[config.mk]
export PLATFORM = sky130hd
export DESIGN_NAME = multi_cycle_chunk_adder_flat
export DESIGN_NICKNAME = d
export VERILOG_FILES = /design/src/rtl/multi_cycle_chunk_adder_if.sv /design/src/rtl/multi_cycle_chunk_adder.sv /design/src/flat_wrapper.sv
export SDC_FILE = /design/constraint.sdc
export NUM_CORES = 1
export LEC_CHECK = 0
export CAP_MARGIN = 20
export CORE_UTILIZATION = 36
export CTS_CLUSTER_DIAMETER = 40
export CTS_CLUSTER_SIZE = 24
export DETAILED_ROUTE_END_ITERATION = 6
export GPL_ROUTABILITY_DRIVEN = 0
export RECOVER_POWER = 100
export SLEW_MARGIN = 10
export SYNTH_ARGS = -nofsm -noshare
export SYNTH_HDL_FRONTEND = slang
export SYNTH_SLANG_ARGS = --single-unit
[constraint.sdc]
create_clock -name clk -period 3.8 [get_ports clk]
set_clock_uncertainty 0.1 [all_clocks]
set_input_delay 1.14 -clock clk [delete_from_list [all_inputs] [get_ports clk]]
set_output_delay 1.14 -clock clk [all_outputs]
set_load 0.01 [all_outputs]
[src/rtl/multi_cycle_chunk_adder_if.sv]
// multi_cycle_chunk_adder_if: operand/result handshake bundle for multi_cycle_chunk_adder.
// The sub signal exists only when MCCA_SUB_EN is defined.
interface multi_cycle_chunk_adder_if #(
    parameter int WIDTH = 32
);
    logic             start;
    logic             ready;
    logic [WIDTH-1:0] a;
    logic [WIDTH-1:0] b;
    logic             cin;
    logic             res_ready;
    logic             valid;
    logic [WIDTH-1:0] sum;
    logic             cout;
    logic             ovf;
`ifdef MCCA_SUB_EN
    logic             sub;
    modport master(output start, a, b, cin, sub, res_ready, input ready, valid, sum, cout, ovf);
    modport slave(input start, a, b, cin, sub, res_ready, output ready, valid, sum, cout, ovf);
`else
    modport master(output start, a, b, cin, res_ready, input ready, valid, sum, cout, ovf);
    modport slave(input start, a, b, cin, res_ready, output ready, valid, sum, cout, ovf);
`endif
endinterface

[src/rtl/multi_cycle_chunk_adder.sv]
// multi_cycle_chunk_adder: WIDTH-bit A+B+cin computed CHUNK_WIDTH bits per clock via a registered carry.
// Defining MCCA_SUB_EN adds the sub input, turning the operation into A-B-cin (borrow-in).
module multi_cycle_chunk_adder #(
    parameter int WIDTH       = 32,
    parameter int CHUNK_WIDTH = 8
) (
    input logic                   clk,
    input logic                   rst,
    multi_cycle_chunk_adder_if.slave bus
);
    localparam int NUM_CHUNKS = WIDTH / CHUNK_WIDTH;
    localparam int KW         = NUM_CHUNKS > 1 ? $clog2(NUM_CHUNKS) : 1;

    if (CHUNK_WIDTH < 1 || WIDTH % CHUNK_WIDTH != 0) begin : g_bad_chunk
        $error("CHUNK_WIDTH must divide WIDTH exactly");
    end

    typedef enum logic [1:0] {IDLE, BUSY, DONE} state_t;

    state_t                 state, state_n;
    logic [WIDTH-1:0]       a_r, b_r, acc, acc_n, sum_r;
    logic [CHUNK_WIDTH-1:0] a_k, b_k, s;
    logic [KW-1:0]          k;
    logic                   carry, c, cout_r, ovf_r, last, accept;

    assign accept = state == IDLE && bus.start;
    assign last   = k == KW'(NUM_CHUNKS - 1);

    always_comb begin
        a_k     = a_r[k*CHUNK_WIDTH +: CHUNK_WIDTH];
        b_k     = b_r[k*CHUNK_WIDTH +: CHUNK_WIDTH];
        {c, s}  = {1'b0, a_k} + {1'b0, b_k} + {{CHUNK_WIDTH{1'b0}}, carry};
        acc_n   = acc;
        acc_n[k*CHUNK_WIDTH +: CHUNK_WIDTH] = s;
    end

    always_comb begin
        state_n = state;
        state_n = state == IDLE ? (bus.start ? BUSY : IDLE)
                : state == BUSY ? (last ? DONE : BUSY)
                : (bus.res_ready ? IDLE : DONE);
    end

    always_ff @(posedge clk) begin
        if (rst) state <= IDLE;
        else     state <= state_n;
    end

    // acc collects the result chunk by chunk; sum_r only updates on the final chunk so
    // the visible result stays at the previous value for the whole operation.
    always_ff @(posedge clk) begin
        if (rst) begin
            a_r    <= '0;
            b_r    <= '0;
            acc    <= '0;
            sum_r  <= '0;
            carry  <= 1'b0;
            cout_r <= 1'b0;
            ovf_r  <= 1'b0;
            k      <= '0;
        end else if (accept) begin
            a_r   <= bus.a;
`ifdef MCCA_SUB_EN
            b_r   <= bus.sub ? ~bus.b : bus.b;
            carry <= bus.cin ^ bus.sub;
`else
            b_r   <= bus.b;
            carry <= bus.cin;
`endif
            k     <= '0;
        end else if (state == BUSY) begin
            acc   <= acc_n;
            carry <= c;
            k     <= k + KW'(1);
            if (last) begin
                sum_r  <= acc_n;
                cout_r <= c;
                ovf_r  <= c ^ a_k[CHUNK_WIDTH-1] ^ b_k[CHUNK_WIDTH-1] ^ s[CHUNK_WIDTH-1];
            end
        end
    end

    assign bus.ready = state == IDLE;
    assign bus.valid = state == DONE;
    assign bus.sum   = sum_r;
    assign bus.cout  = cout_r;
    assign bus.ovf   = ovf_r;
endmodule
[src/flat_wrapper.sv]
// flat-port wrapper written by rule: the top's interface ports become plain ports
module multi_cycle_chunk_adder_flat 
#(
    parameter int WIDTH       = 32,
    parameter int CHUNK_WIDTH = 8
)
  (clk, rst, bus_start, bus_a, bus_b, bus_cin, bus_res_ready, bus_ready, bus_valid, bus_sum, bus_cout, bus_ovf);
  multi_cycle_chunk_adder_if #(.WIDTH(WIDTH)) bus_i ();
  input logic clk;
  input logic rst;
  input wire logic [$bits(bus_i.start)-1:0] bus_start;
  input wire logic [$bits(bus_i.a)-1:0] bus_a;
  input wire logic [$bits(bus_i.b)-1:0] bus_b;
  input wire logic [$bits(bus_i.cin)-1:0] bus_cin;
  input wire logic [$bits(bus_i.res_ready)-1:0] bus_res_ready;
  output wire logic [$bits(bus_i.ready)-1:0] bus_ready;
  output wire logic [$bits(bus_i.valid)-1:0] bus_valid;
  output wire logic [$bits(bus_i.sum)-1:0] bus_sum;
  output wire logic [$bits(bus_i.cout)-1:0] bus_cout;
  output wire logic [$bits(bus_i.ovf)-1:0] bus_ovf;
  assign bus_i.start = bus_start;
  assign bus_i.a = bus_a;
  assign bus_i.b = bus_b;
  assign bus_i.cin = bus_cin;
  assign bus_i.res_ready = bus_res_ready;
  assign bus_ready = bus_i.ready;
  assign bus_valid = bus_i.valid;
  assign bus_sum = bus_i.sum;
  assign bus_cout = bus_i.cout;
  assign bus_ovf = bus_i.ovf;
  multi_cycle_chunk_adder #(.WIDTH(WIDTH), .CHUNK_WIDTH(CHUNK_WIDTH)) u_core (.clk(clk), .rst(rst), .bus(bus_i));
endmodule
==> Word-level counts from Yosys, hierarchy flattened <==
Index checks and enable logic that the tools add are counted.
{ "word_totals": {"input_bits": 69, "regBits": 135, "elab_cells": 38, "output_inout_bits": 36} }
{ "classes": {"n_eq_ne": 3, "add_sub_neg": 4, "n_mux": 8, "reduce_logical": 6, "bitwise": 4, "shift": 4} }
{ "ops": {"columns": ["op", "count"], "rows": [
  ["32-bit by 6-bit indexed part select with 8-bit output", 2],
  ["5-bit negator with 34-bit output", 1],
  ["8-bit by 34-bit variable shift with 32-bit output, first input constant", 1],
  ["8-bit by 34-bit indexed part select with 32-bit output", 1],
  ["32-bit bitwise mux", 1],
  ["8-bit by 8-bit adder with 9-bit output", 1],
  ["9-bit by 1-bit adder with 9-bit output", 1],
  ["2-bit 2-to-1 mux", 4],
  ["2-bit == test, second input constant", 2],
  ["1-bit 2-to-1 mux", 3],
  ["3-bit AND reduction", 1],
  ["1-bit bitwise XOR", 3],
  ["2-bit by 1-bit adder with 2-bit output, second input constant", 1],
  ["2-bit by 1-bit == test with 1-bit output, second input constant", 1],
  ["2-bit zero test", 1],
  ["2-bit AND reduction", 1],
  ["2-bit nonzero test", 1],
  ["2-bit OR reduction", 1],
  ["1-bit logical AND", 1],
  ["1-bit inverter", 1]
]} }

==> Longest topological paths before layout <==
Gate-level depths: netlist (run 1).
{ "depth": {"word_depth": 6, "mapped_depth": 10, "mapped_depth_nobuf": 9} }

==> Least setup slack after synthesis (run 1) <==
No wires, ideal clock.
{ "synth_timing": {"path_kind": "flip-flop to flip-flop", "startpoint": "register u_core.k[0]", "endpoint": "register u_core.ovf_r (netlist: u_core.bus.ovf)", "synth_period_minus_slack_ns": 3.350, "path_buffers": 1, "setup_slack_ns": 0.450, "stages_incl_launch_ff": 11, "setup_time_ns": 0.064, "required_time_ns": 3.636, "arrival_ns": 3.187, "cell_sequence": "dfxtp_1 > buf_6 > mux4_2 > fa_1 > fa_1 > a21oi_1 > nand4b_1 > a21oi_1 > or3_1 > a2111o_1 > nand3_1"} }
{ "synth_between": {"elab_chain_cells": 6, "elab_cells_between_ends": 9, "cone_classes": "add/sub (2); eq/ne (1); shift (2); bitwise (3); reduce/logical (1)"} }
{ "synth_lines": {"columns": ["element", "line_no", "rtl"], "rows": [
  ["start: declaration", "multi_cycle_chunk_adder.sv:23", "logic [KW-1:0] k;"],
  ["start signal: assignment", "multi_cycle_chunk_adder.sv:74", "k <= k + KW'(1);"],
  ["32-bit by 6-bit indexed part select with 8-bit output (on tied branches)", "multi_cycle_chunk_adder.sv:30, multi_cycle_chunk_adder.sv:31", null],
  ["8-bit by 8-bit adder with 9-bit output", "multi_cycle_chunk_adder.sv:32", "{c, s} = {1'b0, a_k} + {1'b0, b_k} + {{CHUNK_WIDTH{1'b0}}, carry};"],
  ["9-bit by 1-bit adder with 9-bit output", "multi_cycle_chunk_adder.sv:32", null],
  ["1-bit bitwise XOR (3 in a row)", "multi_cycle_chunk_adder.sv:78", "ovf_r <= c ^ a_k[CHUNK_WIDTH-1] ^ b_k[CHUNK_WIDTH-1] ^ s[CHUNK_WIDTH-1];"],
  ["end signal: assignment", "multi_cycle_chunk_adder.sv:78", null],
  ["end: declaration", "multi_cycle_chunk_adder.sv:24", "logic carry, c, cout_r, ovf_r, last, accept;"]
]} }
Parallel ways exist; a longest one is shown, timed or not.
A chain may end at the register's enable or synchronous reset.

==> Worst setup path after layout (run 1) <==
{ "layout_timing": {"startpoint": "register u_core.k[0]", "endpoint": "register u_core.sum_r[6] (netlist: u_core.bus.sum[6])"} }
{ "layout_between": {"elab_chain_cells": 5, "elab_cells_between_ends": 10, "cone_classes": "add/sub (3); eq/ne (1); shift (4); mux (1); reduce/logical (1)"} }
{ "layout_lines": {"columns": ["element", "line_no", "rtl"], "rows": [
  ["32-bit by 6-bit indexed part select with 8-bit output (on tied branches)", "multi_cycle_chunk_adder.sv:30, multi_cycle_chunk_adder.sv:31", null],
  ["8-bit by 8-bit adder with 9-bit output", "multi_cycle_chunk_adder.sv:32", null],
  ["9-bit by 1-bit adder with 9-bit output", "multi_cycle_chunk_adder.sv:32", null],
  ["8-bit by 34-bit indexed part select with 32-bit output", "multi_cycle_chunk_adder.sv:34", "acc_n[k*CHUNK_WIDTH +: CHUNK_WIDTH] = s;"],
  ["32-bit bitwise mux", "multi_cycle_chunk_adder.sv:34", null],
  ["end signal: assignment", "multi_cycle_chunk_adder.sv:76", "sum_r <= acc_n;"],
  ["end: declaration", "multi_cycle_chunk_adder.sv:21", "logic [WIDTH-1:0] a_r, b_r, acc, acc_n, sum_r;"]
]} }
Parallel ways exist; a longest one is shown, timed or not.

==> results of run 1 <==
[cell families (layout without fill, tap and decap cells)]
kind of cell / Yosys count / after routing / synth area share (%)
and+or+nand+nor: 257 / 257 / 18.9
AOI/OAI and AO/OA: 159 / 159 / 18.5
DFF: 135 / 135 / 47.4
buffers and inverters: 56 / 156 / 4.02
muxes: 16 / 16 / 6.46
adders and majority gates: 15 / 15 / 3.56
xor gates and xnor gates: 7 / 7 / 1.08
[cell usage after synthesis (13+ instances only)]
cell      count
a221oi_1     22
a21oi_1      73
nor3_1       25
ha_1         13
dfxtp_1     135
nand2_1     139
a22oi_1      26
a211oi_1     20
mux4_2       14
nor2_1       70
clkbuf_1     39
[cells in the final DEF, fill, tap and decap left out, drive strengths merged, types with 5 or more instances in the layout]
cell,netlist,final
nand2,139,139
dfxtp,135,135
a21oi,73,73
nor2,70,70
clkdlybuf4s50,0,66
dlygate4sd3,0,37
clkbuf,39,27
a22oi,26,26
nor3,25,25
a221oi,22,22
a211oi,20,20
mux4,16,16
ha,13,13
buf,10,8
clkinv,2,8
a32oi,6,6
inv,5,5
nor2b,5,5
[stage by stage]
stage                     util (%)  worst slack [ns]  total power [W]
after floorplan                  -             0.450          0.00179
after global placement        45.2             0.463          0.00196
after detailed placement      45.2             0.319          0.00197
after CTS                     48.9             0.291          0.00351
after global routing          48.7            0.0395          0.00361
final                         48.7             0.295          0.00347
[report_power, final]
part | internal, W | total, W | switching [W]
logic | 0.000180 | 0.000429 | 0.000249
clock network | 0.000932 | 0.00153 | 0.000601
registers | 0.00147 | 0.00150 | 0.0000299
[sequential cells by signal, summed over array words and instances (netlist names)]
register         count
u_core.a_r          32
u_core.acc          32
u_core.b_r          32
u_core.bus.sum      32
u_core.k             2
u_core.state         2
u_core.bus.cout      1
u_core.bus.ovf       1
u_core.carry         1
[cell type report]
class,instances,area share (%)
Multi-Input combinational cell,454,37.0
Inverter,7,0.352
Sequential cell,135,36.2
Timing Repair Buffer,117,15.3
Clock inverter,11,1.36
Tap cell,211,3.54
Clock buffer,21,6.17
[how the worst max path moves through the flow]
stage	start	endpoint	slack [ns]	depth (start not counted)
detailed placement	u_core.k[0]	u_core.bus.sum[6]	0.32	9
finish	u_core.k[0]	u_core.bus.sum[6]	0.29	9
global route	u_core.k[0]	u_core.acc[23]	0.04	7
floorplan	u_core.k[0]	u_core.bus.ovf	0.45	10
global placement	u_core.k[0]	u_core.bus.sum[6]	0.46	9
CTS	u_core.k[0]	u_core.bus.sum[6]	0.29	9
[layer usage]
metal | wire length (um) | up-vias
met5 | 0 | -
met3 | 865 | 18
met1 | 6470 | 2343
met4 | 227 | 0
met2 | 7000 | 157
li1 | - | 2459
[critical path: cells and delay by family (launching register included)]
family          cells  cell delay, ns
fa+ha+maj           1            0.48
compound gates      2            0.38
flops               1            0.39
mux                 1            0.60
xor+xnor            1            0.59
simple gates        3            0.48
buf+inv             1            0.39
==> results.py, run 1 <==
metrics = {
    "cells_and_area": {
        "area.sequential_mm2": 0.00270,
        "fill_cells": 1457,
        "drive_gt1_share_pct": 7.65,
        "final_area_mm2": 0.00746,
        "multi_input_area_mm2": 0.00276,
        "syn_to_final_growth_pct": 30.9,
        "stdcell_count": 956,
        "final_nets": 816,
        "n_antenna_cell": 0,
    },
    "hold_path": {
        "min_path_cells": 2,
        "hold_path_startpoint": "u_core.b_r[15]",
        "min_to": "u_core.b_r[15]",
        "hold_path_class": "reg -> reg",
    },
    "clock_tree": {
        "cts_htree_levels": 4,
        "cts_root_buf": "clkbuf_16",
        "path_clk_slew_ns": 0.06,
        "cts_resized": 0,
        "cts_setup_buffers": 0,
        "clk_latency_ns": 0.42,
        "cts_sinks": 135,
        "clockBufferDepth": 2,
        "ctsHoldBuffers": 0,
        "numCtsBuffers": 17,
        "cts_tree": "done",
    },
    "placed_design": {
        "placed_area_mm2": 0.00693,
        "numPlacedInstances": 924,
        "port_buffers": 104,
        "dp_hpwl_mm": 10.2,
    },
    "setup_path": {
        "cp.required_ns": 4.03,
        "crit_chain": "buf_4 > mux4_2 > fa_1 > a21oi_1 > nand4b_1 > nand2_1 > xor2_1 > a221oi_1 > nor3_1",
        "crit_path_top_delay_cell": "mux4_2",
        "worstReg2RegEnd": "u_core.bus.sum[6]",
        "max_stage_delay_ns": 0.60,
        "worstReg2RegStart": "u_core.k[0]",
        "path_class": "reg -> reg",
        "r2r_slack_ns": 0.29,
        "r2r_cells": 9,
        "crit_path_max_fanout": 22,
        "cp.arrival_ns": 3.73,
        "cp-start-kind": "register",
        "cp-end-kind": "register",
    },
    "outcome": {
        "outcome": "complete, but fails checks",
        "violations": "max-capacitance violations",
    },
    "synthesis": {
        "synth_warnings": 0,
        "synth_ff_type": "dfxtp_1",
        "yosysTopAreaCellShare_pct": 47.4,
        "netlist_instances": 645,
        "ys_top_cells_by_area": "dfxtp_1, nand2_1, a21oi_1",
        "syn_avg_cell_area_um2": 8.83,
        "syn_nets": 729,
        "synth-seq-cells": 135,
        "netlist-cell-type-count": 43,
        "synth_edf_count": 0,
        "synth_top_area_cell": "dfxtp_1",
        "netlist_area_mm2": 0.00570,
        "ys_seq_area_share_pct": 47.4,
        "synth-async-reset-ratio_pct": 0,
    },
    "timing": {
        "final.period_utilization_pct": 92.2,
        "hold_viol": 0,
        "finalSetupTns_ns": 0,
        "worst_hold_slack_ns": 0.350,
        "worst_slew_pin_slew_ns": 1.46,
        "timing.fmax_mhz": 285,
        "fin_crit_ns": 3.51,
        "setup_viol": 0,
        "drv_slew": 0,
        "rsz0062_at_grt": "false",
        "slew_headroom_pct": 1.24,
    },
    "floorplanning": {
        "die_h_um": 128,
        "core_mm2": 0.0153,
        "die_area_mm2": 0.0163,
        "rows": 45,
        "io_pins": 105,
        "fp.dieW_um": 128,
        "start_util_pct": 37.2,
    },
    "grt": {
        "grt_use_total_pct": 19.0,
        "grt_util_met1_pct": 24.5,
        "grt_pass1_wl_mm": 24.1,
        "grt_pass1_vias": 4867,
        "antenna_found_initial": 0,
        "overflow": 0,
        "met3_usage_pct": 4.38,
        "grt_util_met2_pct": 31.2,
        "grt_max_degree": 76,
        "grt_most_used_layer": "met2",
    },
    "pwr": {
        "p_leak_nw": 2.80,
        "vdd_drop_max_mv": 0.315,
        "power.density_mw_per_mm2": 465,
    },
    "drt": {
        "routed_via_density": 5.21,
        "dr_total_vias": 4977,
        "drc": 0,
        "avgRoutedWirePerCell_um": 15.2,
        "drtIter0Drc": 253,
        "drtAntennaViolNets": 0,
        "firstDrtPassIters": 4,
        "totalWireLength_mm": 14.6,
    },
    "job": {
        "drv_cap": 1,
    },
}
No activity file was read; power rests on OpenSTA's default activity.
==> run 2: changes to the inputs <==
--- a/config.mk
+++ b/config.mk
@@ -11,6 +11,7 @@
 export CTS_CLUSTER_SIZE = 24
 export DETAILED_ROUTE_END_ITERATION = 6
 export GPL_ROUTABILITY_DRIVEN = 0
+export PLACE_DENSITY = 0.57
 export RECOVER_POWER = 100
 export SLEW_MARGIN = 10
 export SYNTH_ARGS = -nofsm -noshare
==> run 2 against run 1 <==
The flow now finishes without violations. Core utilization increased by 0.66 points. First-iteration DRC count increased by 22%. Sequential share of layout area decreased by 0.49 points. Routed wire length increased by 1.1%. Sequential power about the same. Critical path depth increased by 1. Non-clock buffer count increased by 5. Critical path type unchanged. Critical endpoint is now u_core.bus.sum[23]. Largest power group unchanged. Highest routed layer unchanged.
==> results.py, run 2 (synthesis gave the netlist of run 1 again) <==
metrics = {
    "placed_design": {
        "port_buffers": 104,
        "numPlacedInstances": 929,
        "dp_hpwl_mm": 10.3,
        "placed_area_mm2": 0.00695,
    },
    "setup_path": {
        "path_class": "reg -> reg",
        "worstSetupStartpoint": "u_core.k[0]",
        "crit_chain": "buf_4 > mux4_2 > ha_1 > a21o_1 > a31oi_1 > nand2_1 > o311ai_2 > clkbuf_1 > a221oi_1 > nor3_1",
        "cp.arrival_ns": 3.68,
        "crit_path_top_delay_cell": "mux4_2",
        "max_stage_delay_ns": 0.54,
        "cp-start-kind": "register",
        "cp-end-kind": "register",
        "r2r_cells": 10,
        "cp.required_ns": 4.04,
        "worstReg2RegStart": "u_core.k[0]",
        "crit_path_max_fanout": 16,
    },
    "clock_tree": {
        "clk_latency_ns": 0.43,
        "path_clk_slew_ns": 0.06,
        "cts_setup_buffers": 0,
        "cts_resized": 0,
        "cts_tree": "done",
        "numCtsBuffers": 17,
        "ctsHoldBuffers": 0,
        "cts_sinks": 135,
        "cts_htree_levels": 4,
        "cts_root_buf": "clkbuf_16",
        "clockBufferDepth": 2,
    },
    "pwr": {
        "power.internal_w": 0.00285,
        "swShare_pct": 23.9,
        "seq_power_share_pct": 40.3,
        "vdd_drop_max_mv": 0.338,
        "clockPowerShare_pct": 48.3,
        "pwr-share-comb_pct": 11.4,
        "power.density_mw_per_mm2": 495,
        "p_sw_w": 0.000892,
        "p_leak_nw": 2.86,
    },
    "drt": {
        "avgRoutedWirePerCell_um": 15.3,
        "drtIter0Drc": 308,
        "drc": 0,
        "drtAntennaViolNets": 0,
        "routed_via_density": 5.12,
        "dr_total_vias": 4923,
        "firstDrtPassIters": 5,
        "totalWireLength_mm": 14.7,
    },
    "hold_path": {
        "hold_path_startpoint": "u_core.b_r[25]",
        "min_path_cells": 2,
        "hold_path_class": "reg -> reg",
    },
    "timing": {
        "worst_slew_pin_slew_ns": 1.23,
        "final.period_utilization_pct": 90.7,
        "timing.fmax_mhz": 290,
        "setup_viol": 0,
        "rsz0062_at_grt": "false",
        "drv_slew": 0,
        "fin_crit_ns": 3.45,
        "slew_headroom_pct": 18.0,
        "hold_viol": 0,
        "finalSetupTns_ns": 0,
    },
    "grt": {
        "grt_max_degree": 71,
        "grt_pass1_wl_mm": 23.9,
        "grt_pass1_vias": 4703,
        "antenna_found_initial": 0,
        "overflow": 0,
        "grt_use_total_pct": 19.0,
    },
    "cells_and_area": {
        "n_antenna_cell": 0,
        "fill_cells": 1513,
        "post-route-util_pct": 49.4,
        "final_area_mm2": 0.00756,
        "layout_commonest_cell": "nand2_1",
        "drive_gt1_share_pct": 8.00,
        "final_cell_mix": "nand2_1, dfxtp_1, a21oi_1, nor2_1, clkdlybuf4s50_1",
        "stdcell_count": 961,
        "syn_to_final_growth_pct": 32.7,
        "final_nets": 821,
    },
    "floorplanning": {
        "rows": 45,
        "die_area_mm2": 0.0163,
        "die_h_um": 128,
        "fp.dieW_um": 128,
        "io_pins": 105,
        "core_mm2": 0.0153,
        "start_util_pct": 37.2,
    },
    "outcome": {
        "outcome": "completed",
    },
    "job": {
        "drv_cap": 0,
    },
}
-- run 2: path summary, 6_finish.rpt --
path	endpoint	slack [ns]
worst max-delay path	u_core.bus.sum[23]	0.35
worst min-delay path	u_core.b_r[25]	0.35
worst max register to register	u_core.bus.sum[23]	0.35
worst min register to register	u_core.b_r[25]	0.35
-- run 2: metal layers --
metal / share of wire, % / up-vias / global-route usage (%)
li1: - / 2466 / -
met1: 45 / 2314 / 24.1
met2: 49 / 124 / 30.9
met3: 4.2 / 19 / 4.30
met4: 1.6 / 0 / 7.89
met5: 0 / - / 0
-- run 2: cell type report --
| class | count | area, um2 | area share (%) |
|---|---|---|---|
| multi-input combinational | 454 | 2760 | 36.5 |
| sequential | 135 | 2700 | 35.8 |
| timing repair buffer | 122 | 1150 | 15.3 |
| clock buffer | 19 | 453 | 5.99 |
| tap | 211 | 264 | 3.49 |
| clock inverter | 13 | 201 | 2.67 |
| inverter | 7 | 26.3 | 0.348 |
-- run 2: metrics by stage --
stage | hold WS [ns] | worst slack [ns] | power, W
after floorplan | 0.332 | 0.450 | 0.00179
after global placement | 0.340 | 0.509 | 0.00196
after detailed placement | 0.347 | 0.421 | 0.00197
after CTS | 0.355 | 0.418 | 0.00379
after global routing | 0.375 | 0.103 | 0.00388
final | 0.355 | 0.354 | 0.00374
-- run 2: critical path: cells and delay by family, from the launching register on --
family,cells,cell delay [ns]
DFF,1,0.41
AOI/OAI and AO/OA,4,0.82
and+or+nand+nor,2,0.35
muxes,1,0.54
adders and majority gates,1,0.38
buffers and inverters,2,0.75
-- run 2: power groups by stage --
stage          clock (W)  combinational, W  sequential [W]
6_report         0.00181          0.000426         0.00150
3_3_place_gp           0          0.000430         0.00153
2_1_floorplan          0          0.000262         0.00152
3_5_place_dp           0          0.000438         0.00154
4_1_cts          0.00184          0.000440         0.00151
5_1_grt          0.00190          0.000467         0.00151
==> run 3: changes to the inputs <==
--- a/config.mk
+++ b/config.mk
@@ -13,7 +13,7 @@
 export GPL_ROUTABILITY_DRIVEN = 0
 export PLACE_DENSITY = 0.57
 export RECOVER_POWER = 100
-export SLEW_MARGIN = 10
+export SLEW_MARGIN = 25
 export SYNTH_ARGS = -nofsm -noshare
 export SYNTH_HDL_FRONTEND = slang
 export SYNTH_SLANG_ARGS = --single-unit
==> results of run 3 <==
Same layout as run 2: the final DEF is identical, and so are final timing and power.
